**config.mk**
```make
export PLATFORM = sky130hd
export DESIGN_NAME = mem_port_arbiter
export DESIGN_NICKNAME = d
export VERILOG_FILES = /design/src/rtl/mem_port_arbiter.sv
export SDC_FILE = /design/constraint.sdc
export NUM_CORES = 1
export LEC_CHECK = 0
export ABC_AREA = 0
export CORE_MARGIN = 3
export CORE_UTILIZATION = 44
export DETAILED_ROUTE_END_ITERATION = 6
export DONT_BUFFER_PORTS = 1
export PLACE_DENSITY = 0.59
export SYNTH_ARGS = -nofsm -noshare
export SYNTH_HDL_FRONTEND = slang
export SYNTH_SLANG_ARGS = --single-unit
```
**constraint.sdc**
```tcl
create_clock -name clk -period 4.9 [get_ports clk]
set_clock_uncertainty 0.15 [all_clocks]
set_input_delay 0.245 -clock clk [delete_from_list [all_inputs] [get_ports clk]]
set_output_delay 0.245 -clock clk [all_outputs]
set_load 0.1 [all_outputs]
```
**src/rtl/mem_port_arbiter.sv**
```systemverilog
// Burst arbiter sharing one single-port feature/weight RAM between NUM_REQ requesters.
// Build option: define ARB_FIXED_PRIO_EN for fixed lowest-index-first priority (default round-robin).
module mem_port_arbiter #(
  parameter int unsigned NUM_REQ = 4,
  parameter int unsigned ADDR_SZ = 16,
  parameter int unsigned DATA_SZ = 16,
  parameter int unsigned LEN_SZ  = 11
) (
  input  logic                       clk,
  input  logic                       reset,
  input  logic [NUM_REQ-1:0]         req,
  input  logic [NUM_REQ-1:0]         req_we,
  input  logic [NUM_REQ*ADDR_SZ-1:0] req_addr,
  input  logic [NUM_REQ*LEN_SZ-1:0]  req_len,
  input  logic [NUM_REQ*DATA_SZ-1:0] req_wdata,
  output logic [NUM_REQ-1:0]         gnt,
  output logic [NUM_REQ-1:0]         beat_ack,
  output logic [NUM_REQ-1:0]         rvalid,
  output logic [DATA_SZ-1:0]         rdata,
  output logic [NUM_REQ-1:0]         done,
  output logic                       ram_en,
  output logic                       ram_we,
  output logic [ADDR_SZ-1:0]         ram_addr,
  output logic [DATA_SZ-1:0]         ram_wdata,
  input  logic [DATA_SZ-1:0]         ram_rdata
);

  localparam int unsigned IDX_W = (NUM_REQ > 1) ? $clog2(NUM_REQ) : 1;

  typedef enum logic [1:0] {IDLE, BURST, DRAIN} state_t;

  state_t               state_q, state_d;
  logic [IDX_W-1:0]     owner_q, owner_d;
  logic [IDX_W-1:0]     rr_q, rr_d;
  logic [LEN_SZ-1:0]    beat_q, beat_d;
  logic [LEN_SZ-1:0]    len_q, len_d;
  logic [ADDR_SZ-1:0]   base_q, base_d;
  logic                 we_q, we_d;
  logic [NUM_REQ-1:0]   gnt_q, gnt_d;
  logic [NUM_REQ-1:0]   beat_ack_q, beat_ack_d;
  logic [NUM_REQ-1:0]   rvalid_q, rvalid_d;
  logic [NUM_REQ-1:0]   done_q, done_d;
  logic                 ram_en_q, ram_en_d;
  logic                 ram_we_q, ram_we_d;
  logic [ADDR_SZ-1:0]   ram_addr_q, ram_addr_d;

  logic                 win_found;
  logic [IDX_W-1:0]     win_idx;

  logic [ADDR_SZ-1:0]   addr_a  [NUM_REQ];
  logic [LEN_SZ-1:0]    len_a   [NUM_REQ];
  logic [DATA_SZ-1:0]   wdata_a [NUM_REQ];

  // Unpack the flat per-requester buses
  for (genvar g = 0; g < NUM_REQ; g++) begin : g_slice
    assign addr_a[g]  = req_addr[g*ADDR_SZ +: ADDR_SZ];
    assign len_a[g]   = req_len[g*LEN_SZ +: LEN_SZ];
    assign wdata_a[g] = req_wdata[g*DATA_SZ +: DATA_SZ];
  end

  // Winner selection among pending requests
  always_comb begin
    win_found = 1'b0;
    win_idx   = '0;
`ifdef ARB_FIXED_PRIO_EN
    for (int i = 0; i < int'(NUM_REQ); i++) begin
      if (!win_found && req[IDX_W'(i)]) begin
        win_found = 1'b1;
        win_idx   = IDX_W'(i);
      end
    end
`else
    for (int i = 0; i < int'(NUM_REQ); i++) begin
      if (!win_found && req[IDX_W'((32'(rr_q) + 32'(i)) % NUM_REQ)]) begin
        win_found = 1'b1;
        win_idx   = IDX_W'((32'(rr_q) + 32'(i)) % NUM_REQ);
      end
    end
`endif
  end

  // Next-state and registered-output logic
  always_comb begin
    state_d    = state_q;
    owner_d    = owner_q;
    rr_d       = rr_q;
    beat_d     = beat_q;
    len_d      = len_q;
    base_d     = base_q;
    we_d       = we_q;
    gnt_d      = '0;
    beat_ack_d = '0;
    done_d     = '0;
    ram_en_d   = 1'b0;
    ram_we_d   = 1'b0;
    ram_addr_d = '0;
    // Read data returns one cycle after each read beat
    rvalid_d   = (ram_en_q && !ram_we_q) ? gnt_q : '0;

    unique case (state_q)
      IDLE: begin
        if (win_found) begin
          state_d = BURST;
          owner_d = win_idx;
          beat_d  = '0;
          len_d   = len_a[win_idx];
          base_d  = addr_a[win_idx];
          we_d    = req_we[win_idx];
          gnt_d[win_idx] = 1'b1;
`ifndef ARB_FIXED_PRIO_EN
          rr_d = IDX_W'((32'(win_idx) + 32'd1) % NUM_REQ);
`endif
          if (len_a[win_idx] != '0) begin
            ram_en_d   = 1'b1;
            ram_we_d   = req_we[win_idx];
            ram_addr_d = addr_a[win_idx];
            beat_ack_d[win_idx] = req_we[win_idx];
          end
        end
      end
      BURST: begin
        gnt_d = gnt_q;
        // A zero-length burst spends one granted cycle here with no RAM access
        if (len_q == '0 || beat_q == len_q - LEN_SZ'(1)) begin
          state_d = DRAIN;
          done_d  = gnt_q;
        end else begin
          beat_d     = beat_q + LEN_SZ'(1);
          ram_en_d   = 1'b1;
          ram_we_d   = we_q;
          ram_addr_d = base_q + ADDR_SZ'(beat_q + LEN_SZ'(1));
          beat_ack_d = we_q ? gnt_q : '0;
        end
      end
      DRAIN: begin
        state_d = IDLE;
      end
      default: begin
        state_d = IDLE;
      end
    endcase
  end

  always_ff @(posedge clk) begin
    if (reset) begin
      state_q    <= IDLE;
      owner_q    <= '0;
      rr_q       <= '0;
      beat_q     <= '0;
      len_q      <= '0;
      base_q     <= '0;
      we_q       <= 1'b0;
      gnt_q      <= '0;
      beat_ack_q <= '0;
      rvalid_q   <= '0;
      done_q     <= '0;
      ram_en_q   <= 1'b0;
      ram_we_q   <= 1'b0;
      ram_addr_q <= '0;
    end else begin
      state_q    <= state_d;
      owner_q    <= owner_d;
      rr_q       <= rr_d;
      beat_q     <= beat_d;
      len_q      <= len_d;
      base_q     <= base_d;
      we_q       <= we_d;
      gnt_q      <= gnt_d;
      beat_ack_q <= beat_ack_d;
      rvalid_q   <= rvalid_d;
      done_q     <= done_d;
      ram_en_q   <= ram_en_d;
      ram_we_q   <= ram_we_d;
      ram_addr_q <= ram_addr_d;
    end
  end

  assign gnt      = gnt_q;
  assign beat_ack = beat_ack_q;
  assign rvalid   = rvalid_q;
  assign done     = done_q;
  assign ram_en   = ram_en_q;
  assign ram_we   = ram_we_q;
  assign ram_addr = ram_addr_q;

  // Write word and read data pass straight through so beat_ack can step the word each cycle
  assign ram_wdata = ram_en_q ? wdata_a[owner_q] : '0;
  assign rdata     = (|rvalid_q) ? ram_rdata : '0;

endmodule

```
# Yosys cells after proc, flatten, opt, wreduce, memory -nomap -nowiden
# Index checks and enable logic that the tools add are counted.
[totals]
ff_bits = 79
output_inout_bits = 66
elab_cells = 117
[classes]
add_sub_neg = 8
order_cmp = 8
eq_ne = 5
mux = 56
bitwise = 6
n_reduce_logical = 20
[ops]
columns = ["op", "n"]
rows = [
  ["two-way mux 16 bit", 9],
  ["binary-select mux 16 bit (select 2 bit)", 2],
  ["two-way mux 11 bit", 4],
  ["one-hot mux 16 bit (2 select lines)", 1],
  ["binary-select mux 11 bit (select 2 bit)", 1],
  ["one-hot mux 11 bit (2 select lines)", 1],
  ["two-way mux 4 bit", 5],
  ["adder 16 x 12 -> 16 bit", 1],
  ["two-way mux 1 bit", 16],
  ["one-hot mux 4 bit (2 select lines)", 2],
  ["less-than comparator 2 x 3 -> 1 bit (second input constant)", 5],
  ["adder 11 x 1 -> 12 bit (second input constant)", 1],
  ["two-way mux 2 bit", 6],
  ["adder 11 x 1 -> 11 bit (second input constant)", 1],
  ["== test 11 bit", 1],
  ["zero test 11 bit", 1],
  ["nonzero test 11 bit", 1],
  ["subtractor 11 x 1 -> 11 bit (second input constant)", 1],
  ["binary-select mux 1 bit (select 2 bit)", 5],
  ["greater-or-equal comparator 3 bit (second input constant)", 2],
  ["inequality test 2 bit (second input constant)", 3],
  ["NOT 2 -> 3 bit", 2],
  ["logical AND 1 bit", 5],
  ["adder 2 x 1 -> 2 bit (second input constant)", 2],
  ["17 further kinds", 25],
]

# Longest topological paths before layout
# Gate-level depths: netlist of the first run.
[depth]
ltp_word = 20
depth_mapped = 12
mapped_depth_nobuf = 11

# Worst setup path before layout of the first run
# OpenSTA, ideal clock, no wires.
[synth_timing]
path_type = "reg2out"
from = "reg rvalid_q[1], in the netlist rvalid[1]"
to = "out rdata[10]"
arrival_ns = 2.835
required_ns = 4.505
slack_ns = 1.670
path_stages_with_launch = 4
cell_sequence = "dfxtp_1 nor4_1 clkbuf_1 nor2b_1"
[synth_between]
elab_chain_cells = 2
[synth_rtl]
columns = ["element", "line_no", "text"]
rows = [
  ["from (decl)", "41", "logic [NUM_REQ-1:0] rvalid_q, rvalid_d;"],
  ["from (signal assigned)", "170", "rvalid_q <= rvalid_d;"],
  ["OR reduction 4 bit", "188", "assign rdata = (|rvalid_q) ? ram_rdata : '0;"],
  ["two-way mux 16 bit", "188", ""],
  ["to (decl)", "19", "output logic [DATA_SZ-1:0] rdata,"],
]
# No other way between the ends.

# Worst setup path in the final report of the first run
[layout_timing]
from = "reg rr_q[0]"
to = "reg beat_ack_q[2], in the netlist beat_ack[2]"
[layout_between]
elab_chain_cells = 20
elab_cells_between_ends = 41
classes_between = "add/sub: 3; order compare: 2; mux: 26; bitwise: 2; reduce/logical: 8"
[layout_rtl]
columns = ["element", "line_no", "text"]
rows = [
  ["from (decl)", "34", "logic [IDX_W-1:0] rr_q, rr_d;"],
  ["from (signal assigned)", "163", "rr_q <= rr_d;"],
  ["branches (longest 18 deep; another with less-than comparator 2 x 3 -> 1 bit)", "n/a", ""],
  ["two-way mux 4 bit *", "102", "if (win_found) begin"],
  ["one-hot mux 4 bit (2 select lines) *", "100", "unique case (state_q)"],
  ["to (signal assigned)", "169", "beat_ack_q <= beat_ack_d;"],
  ["to (decl)", "40", "logic [NUM_REQ-1:0] beat_ack_q, beat_ack_d;"],
]
# Mark *: on every way between the ends. The select of a mux whose other input is x is not followed.
# A chain may end at the register's enable or synchronous reset.

==> impl_metrics.toml, run 1 <==
[timing]
slew_headroom = 0.250
setup_tns_ns = 0
hold_viol = 0
slew_viol_final = 0
worstMarginPinSlew_ns = 1.12
fmax_mhz = 281
rsz0062_at_grt = "no"
period_share = 0.727
finalSetupViolCount = 0
fin_crit_ns = 3.56

[grt]
grt_pass1_vias = 5031
grt_pass1_wl_mm = 26.2
grt_max_degree = 43
gr-total-overflow = 0
track_usage = 0.232
antenna_found_initial = 3

[die]
dieHeight_um = 118
num_rows = 40
die_w_um = 118
start_util = 0.454
pin_count = 264
die-area_um2 = 13900
core_um2 = 12200

[clock_network]
cts_tree = "done"
h-tree-depth = 3
cts_setup_buffers = 0
max-clock-path-buffers = 2
cts_buffers = 9
clk_pin_slew_ns = 0.07
post_cts_resize_count = 0
clk_root_buffer_cell = "clkbuf_16"
cts_num_sinks = 79
clock_latency_ns = 0.34

[drt]
postRouteAntennaNets = 0
drt_wl_total_mm = 16.9
drtIter0Drc = 314
viasPerCell = 6.10
wl_per_cell_um = 19.9
num_vias = 5181
route.detailed.drc = 0
dr.pass1.iters = 5

[synth]
postSynthAreaPerCell_um2 = 7.90
syn_inst = 699
netlist_area_um2 = 5520
synth_seq_cells = 79
synthArstFlopShare = 0
syn_nets = 916
yosysWarnings = 0
synth_cell_types = 72
synth_seq_area_share = 0.286
synthFlopType = "dfxtp_1"
synth.area.top_cells = "dfxtp_1 29%, nand2_1 8.1%, mux4_2 6.5%"
synth_edf_count = 0
yosysTopAreaCell = "dfxtp_1"
synth_top_area_share = 0.286

[setup_path]
worstSetupEndpointType = "flop"
cp_max_fo = 31
cp.arrival_ns = 3.64
cp-start-kind = "flop"
worstPathRequired_ns = 4.98
worstSetupPathType = "flop to flop"

[run_status]
status = "finished clean"

[finish]
syn_to_final_growth_pct = 8.18
regArea_um2 = 1580
drive_gt1_frac = 0.108
multi_input_area_um2 = 3730
fill_cells = 1170
layout.cells.non_filler = 849
postLayoutCoreUtil = 0.491
fin_nets = 890

[hold_path]
hold_path_class = "input pin to flop"

[power_and_ir_drop]
power_leakage_nw = 2.26
ir_drop_uv = 178
powerDensity_nw_per_um2 = 519

[placed_design]
hpwl_mm = 12.9
io_buffers = 0
dpl.cell_count = 829
place_congestion = 0.843

[flow_run]
cap_violations = 0
[cells in the mapped netlist (all sizes together), types with 14 or more instances]
master / number
xor2: 15
mux4: 16
nor2: 40
and3: 21
buf: 17
ha: 18
and2: 24
a21oi: 34
clkbuf: 30
o21ai: 23
nor2b: 28
nand3: 47
nand2: 121
dfxtp: 79
xnor2: 14
[metrics by stage]
stage               cell area (um^2)  worst slack (ns)  total power [mW]  hold slack [ns]
finish                          5980              1.34              3.10           0.0510
global route                    5980              1.02              3.26           0.0600
CTS                             5970              1.32              3.11           0.0470
detailed placement              5650              1.36              2.41            0.173
global placement                5650              1.54              2.38            0.171
floorplan                       5520              1.67              2.19            0.290
[layer usage]
layer,share of wire,vias to the layer above,global-route usage,wire length [um]
li1,-,2475,-,-
met1,0.43,2415,0.308,7290
met2,0.46,270,0.378,7780
met3,0.091,21,0.0557,1530
met4,0.017,0,0.0601,295
met5,0,-,0,0
[kinds of logic after synthesis]
| logic type | after synthesis | share of synthesized area |
|---|---|---|
| adder cells (fa/ha/maj) | 19 | 0.0444 |
| AO/OA/AOI/OAI | 148 | 0.188 |
| multiplexers | 23 | 0.0784 |
| buffers and inverters | 61 | 0.0471 |
| flip-flops | 79 | 0.286 |
| XOR/XNOR | 29 | 0.0460 |
| AND/OR/NAND/NOR | 340 | 0.309 |
[sequential cells by signal, indices dropped and copies added (netlist names), 2 cells and up]
name and flops:
ram_addr 16, owner_q 2, base_q 16, done 4
rr_q 2, state_q 2, gnt 4, beat_q 11
rvalid 4, len_q 11, beat_ack 4
[placed cells by master (no fill, tap or decap), drive strengths merged, types with 8 or more instances in the layout]
| cell type | netlist | final |
|---|---|---|
| buf | 17 | 10 |
| a211oi | 10 | 10 |
| nand2 | 121 | 121 |
| o32ai | 9 | 9 |
| o22ai | 9 | 9 |
| dfxtp | 79 | 79 |
| or3 | 10 | 10 |
| nor2 | 40 | 40 |
| nand3 | 47 | 47 |
| ha | 18 | 18 |
| clkbuf | 30 | 9 |
| nor3 | 11 | 11 |
| and3 | 21 | 21 |
| nor2b | 28 | 28 |
| nor4 | 13 | 13 |
| nor3b | 8 | 8 |
| o21ai | 23 | 23 |
| a21oi | 34 | 34 |
| xnor2 | 14 | 14 |
| inv | 13 | 17 |
| xor2 | 15 | 15 |
| mux4 | 16 | 16 |
| and2 | 24 | 24 |
[path summary, 6_finish.rpt]
path                                 from          end  slack [ns]  depth (start not counted)
worst max-delay path              rr_q[0]  beat_ack[2]        1.34                         11
worst max register to register    rr_q[0]  beat_ack[2]        1.34                         11
worst min register to register  base_q[9]    base_q[9]        0.32                          2
worst min-delay path                reset  ram_addr[3]        0.05                          2
[area by class of cell]
class                      instances  area share
antenna                            3     0.00126
tap                              168      0.0352
sequential                        79       0.265
inverter                          14     0.00879
timing repair buffer              10      0.0147
clock buffer                       9      0.0377
multi-input combinational        559       0.625
clock inverter                     7      0.0130
[where the power goes]
part	total (mW)	switching, mW	internal [mW]	leakage [nW]
combinational	1.21	0.815	0.400	1.46
clock	0.692	0.290	0.402	0.153
sequential	1.19	0.444	0.749	0.648
total	3.10	1.55	1.55	2.26
[worst max-delay path, stage by stage (launching register included)]
cell and delay (ns):
dfxtp_1 0.33, nor2b_1 0.50, a211o_1 0.33, nand2_1 0.08
buf_4 0.24, inv_1 0.16, buf_4 0.34, a32oi_1 0.20
nor4_1 0.37, nand4b_1 0.19, and3b_1 0.30, a32o_1 0.24
[timing repair]
item / in CTS / in global routing
endpoints found under the hold margin: 41 / 0
hold buffers: 1 / 0
setup endpoints to repair: 0 / 0
No activity file was read; power rests on OpenSTA's default activity.
==> run 2: changes to the inputs <==
Settings changed: PLACE_DENSITY 0.59 to 0.61.
Clock period 4.9 ns to 3.2 ns, I/O delays scaled along.
==> impl_metrics.toml, run 2 (synthesis gave the netlist of run 1 again) <==
[timing]
period_share = 0.950
fin_crit_ns = 3.04
fin_ws_ns = 0.159
hold_viol = 0
worstMarginPinSlew_ns = 1.11
setup_tns_ns = 0
slew_viol_final = 0
slew_headroom = 0.257
finalSetupViolCount = 0
rsz0062_at_grt = "no"
fmax_mhz = 329

[flow_run]
cap_violations = 0

[placed_design]
place_ws_ns = 0.145
dpl_cell_area_um2 = 6030
hpwl_mm = 12.7
io_buffers = 0
place_congestion = 0.893

[die]
num_rows = 40
pin_count = 264
die_w_um = 118
die-area_um2 = 13900
start_util = 0.454
dieHeight_um = 118
core_um2 = 12200

[setup_path]
worstSetupEndpoint = "beat_ack[1]"
r2r_setup_slack_ns = 0.16
r2r-start = "rr_q[0]"
path_cells = "nor2b_1 > or4_1 > buf_4 > and3_1 > o32ai_2 > o2111a_1 > nand4b_1 > and3b_1 > a32o_1"
cp.arrival_ns = 3.12
worstPathRequired_ns = 3.28
cp_max_fo = 28
r2r-end = "beat_ack[1]"
critical_path.max_stage_delay_ns = 0.54
worstSetupEndpointType = "flop"
cp-start-kind = "flop"
cpMaxStageDelayCell = "or4_1"
ff2ff_path_depth = 9
worstSetupPathType = "flop to flop"
critPathLaunch = "rr_q[0]"

[clock_network]
clock_latency_ns = 0.34
clk_pin_slew_ns = 0.06
cts_num_sinks = 79
clk_root_buffer_cell = "clkbuf_16"
h-tree-depth = 3
max-clock-path-buffers = 2
cts_tree = "done"
cts_buffers = 9

[hold_path]
hold_path_class = "input pin to flop"

[drt]
wl_per_cell_um = 18.7
drtIter0Drc = 305
route.detailed.drc = 0
dr.pass1.iters = 5
postRouteAntennaNets = 0
drt_wl_total_mm = 17.3
num_vias = 5433
viasPerCell = 5.88

[power_and_ir_drop]
power_leakage_nw = 2.62
ir_drop_uv = 249
powerDensity_nw_per_um2 = 739
power.total_mw = 4.91

[grt]
grt_max_degree = 49
track_usage = 0.243
gr-total-overflow = 0
grt_pass1_vias = 5379
antenna_found_initial = 1
grt_pass1_wl_mm = 27.7

[finish]
stdcell_area_um2 = 6650
drive_gt1_frac = 0.175
mostFrequentLayoutCells = "118 x nand2_1, 78 x dfxtp_1, 59 x buf_4, 46 x nand3_1, 40 x nor2_1"
syn_to_final_growth_pct = 20.3
fin_nets = 967
final_common_cell = "nand2_1"
postLayoutCoreUtil = 0.547

[run_status]
status = "finished clean"
run 2: cell types whose count changed in the layout (fill, tap and decap cells not counted), sizes merged:
cell and delta:
buf +51, dlygate4sd3 +26, clkinvlp +2, diode -2
bufinv -1, inv -1
run 2: metrics by stage:
stage,std cells,hold slack (ns)
floorplan,699,0.286
global placement,880,0.0891
detailed placement,880,0.0906
CTS,923,0.00199
global route,924,0.0387
finish,924,0.0109
run 2: area by class of cell:
class | instances | area [um^2]
well taps | 168 | 210
repair buffers | 87 | 743
flip-flops and latches | 79 | 1580
inverters | 14 | 52.6
diodes | 1 | 2.50
clock inverters | 7 | 55.1
multi-input cells | 559 | 3770
fillers | 1155 | 5520
clock buffers | 9 | 225
run 2: critical path: cells and delay by family, from the launching register on:
kind                   cells  cell delay [ns]
AO/OA/AOI/OAI              3             0.80
flip-flops                 1             0.38
buffers and inverters      1             0.24
AND/OR/NAND/NOR            5             1.35
run 2: timing repair:
action                     4_1_cts  5_1_grt
hold buffers                    27        0
hold endpoints to repair        49        0
gates resized for setup          0       13
setup endpoints to repair        0       26
buffers inserted                 0        0
run 2: layer usage:
metal  global-route usage  up-vias  share of wire
met5                    0        -              0
met3               0.0620       21          0.078
met4               0.0718        0          0.015
li1                     -     2632              -
met2                0.397      248           0.46
met1                0.316     2532           0.45
run 2: worst min path at each step:
stage / from / slack, ns / cells past startpoint / to
global placement: reset / 0.09 / 1 / owner_q[1]
CTS: req_addr[55] / 0.002 / 4 / base_q[7]
detailed placement: reset / 0.09 / 1 / owner_q[1]
floorplan: req_len[43] / 0.29 / 4 / len_q[10]
finish: req_addr[33] / 0.01 / 4 / ram_addr[1]
global route: req_addr[55] / 0.04 / 4 / base_q[7]
run 2: where the power goes:
| part | leakage [nW] | switching [mW] | internal, mW | total, mW |
|---|---|---|---|---|
| Combinational | 1.84 | 1.37 | 0.807 | 2.17 |
| Sequential | 0.649 | 0.614 | 1.15 | 1.76 |
| Clock | 0.133 | 0.441 | 0.533 | 0.974 |
==> run 3: changes to the inputs <==
Settings changed: HOLD_SLACK_MARGIN set to 0.15.
==> impl_metrics.toml, run 3 (synthesis gave the netlist of run 1 again) <==
[clock_network]
clk_pin_slew_ns = 0.06
cts_buffers = 9
clock_latency_ns = 0.34
max-clock-path-buffers = 2
cts_num_sinks = 79
cts_tree = "done"
clk_root_buffer_cell = "clkbuf_16"
h-tree-depth = 3

[drt]
dr.pass1.iters = 6
postRouteAntennaNets = 0
route.detailed.drc = 0
viasPerCell = 5.87
num_vias = 5671
drtIter0Drc = 312
wl_per_cell_um = 18.5
drt_wl_total_mm = 17.9

[timing]
slew_headroom = 0.256
fmax_mhz = 327
finalSetupViolCount = 0
worstMarginPinSlew_ns = 1.11
setup_tns_ns = 0
hold_viol = 0
period_share = 0.956
slew_viol_final = 0
fin_crit_ns = 3.06
rsz0062_at_grt = "no"

[setup_path]
cp-start-kind = "flop"
cp.arrival_ns = 3.19
worstSetupEndpointType = "flop"
cp_max_fo = 44
worstSetupPathType = "flop to flop"
ff2ff_path_depth = 9
worstPathRequired_ns = 3.33

[power_and_ir_drop]
powerDensity_nw_per_um2 = 711
power.total_mw = 5.03
p_seq_frac = 0.350
switching_share = 0.487
switchingPower_mw = 2.45
ir_drop_uv = 270
power_leakage_nw = 2.79
p_int_mw = 2.58
comb_power_share = 0.456
clkPwrFrac = 0.194

[finish]
diodes = 0
mostFrequentLayoutCells = "118 x nand2_1, 78 x dfxtp_1, 67 x dlygate4sd3_1, 60 x buf_4, 46 x nand3_1"
final_common_cell = "nand2_1"
postLayoutCoreUtil = 0.582
fin_nets = 1010
drive_gt1_frac = 0.169
syn_to_final_growth_pct = 28.1

[grt]
grt_pass1_vias = 5670
grt_pass1_wl_mm = 28.8
track_usage = 0.252
grt_max_degree = 49
antenna_found_initial = 0
gr-total-overflow = 0

[placed_design]
hpwl_mm = 12.7
place_congestion = 0.893
io_buffers = 0

[die]
num_rows = 40
dieHeight_um = 118
die_w_um = 118
start_util = 0.454
core_um2 = 12200
die-area_um2 = 13900
pin_count = 264

[hold_path]
min_path_cells = 4
hold_path_class = "input pin to flop"

[flow_run]
cap_violations = 0

[run_status]
status = "finished clean"
-- run 3: cell types whose count changed in the layout (fill, tap and decap cells not counted) --
cell / delta
buf_4: +1
o21ai_0: -3
diode_2: -1
clkinvlp_4: +1
dlygate4sd3_1: +41
buf_6: +1
o21ai_1: +3
clkinv_1: -1
-- run 3: final timing paths --
kind / to / slack, ns / start
setup / recovery: base_q[4] / 0.14 / rr_q[0]
hold / removal: rr_q[0] / 0.16 / req[3]
setup reg to reg: base_q[4] / 0.14 / rr_q[0]
hold reg to reg: base_q[2] / 0.31 / base_q[2]
-- run 3: power by group through the flow --
stage          Sequential [mW]  Combinational, mW  Clock [mW]
2_1_floorplan             1.76               1.59           0
4_1_cts                   1.76               2.22       0.986
6_report                  1.76               2.29       0.977
3_5_place_dp              1.78               2.03           0
5_1_grt                   1.78               2.49        1.03
3_3_place_gp              1.78               1.98           0
-- run 3: stage by stage --
| step | instances | cell area, um^2 | setup WS [ns] | hold WS, ns |
|---|---|---|---|---|
| after floorplan | 699 | 5520 | 0.0552 | 0.286 |
| after global placement | 880 | 6030 | 0.265 | 0.0891 |
| after detailed placement | 880 | 6030 | 0.145 | 0.0906 |
| after CTS | 963 | 6990 | 0.0141 | 0.151 |
| after global routing | 966 | 7080 | 0.0183 | 0.186 |
| final | 966 | 7080 | 0.141 | 0.157 |
-- run 3: critical path, cell delays in order, from the launching register on --
cell           delay, ns
dfxtp_1             0.38
nor2b_1             0.09
or4b_4              0.62
nand2_2             0.16
buf_12              0.23
nand2_1             0.07
and3_1              0.16
a311o_1             0.37
a21oi_1             0.16
dlygate4sd3_1       0.58
-- run 3: cell type report --
| type | count | area [um^2] |
|---|---|---|
| clock buffer | 9 | 225 |
| clock inverter | 7 | 55.1 |
| fill | 1092 | 5080 |
| inverter | 14 | 56.3 |
| multi-input combinational | 559 | 3770 |
| sequential | 79 | 1580 |
| tap | 168 | 210 |
| timing repair buffer | 130 | 1170 |
-- run 3: what timing repair did --
action                     in CTS  in global routing
hold endpoints to repair       79                 14
setup endpoints to repair       0                 33
gates resized for setup         0                 18
hold buffers                   67                  1
buffers inserted                0                  2
-- run 3: layer usage --
| layer | routed length [um] | part of all wire | vias to the layer above | track usage |
|---|---|---|---|---|
| met5 | 0 | 0 | - | 0 |
| met4 | 280 | 0.016 | 0 | 0.0769 |
| met3 | 1510 | 0.084 | 25 | 0.0620 |
| met2 | 8420 | 0.47 | 289 | 0.419 |
| met1 | 7700 | 0.43 | 2642 | 0.323 |
| li1 | - | - | 2715 | - |
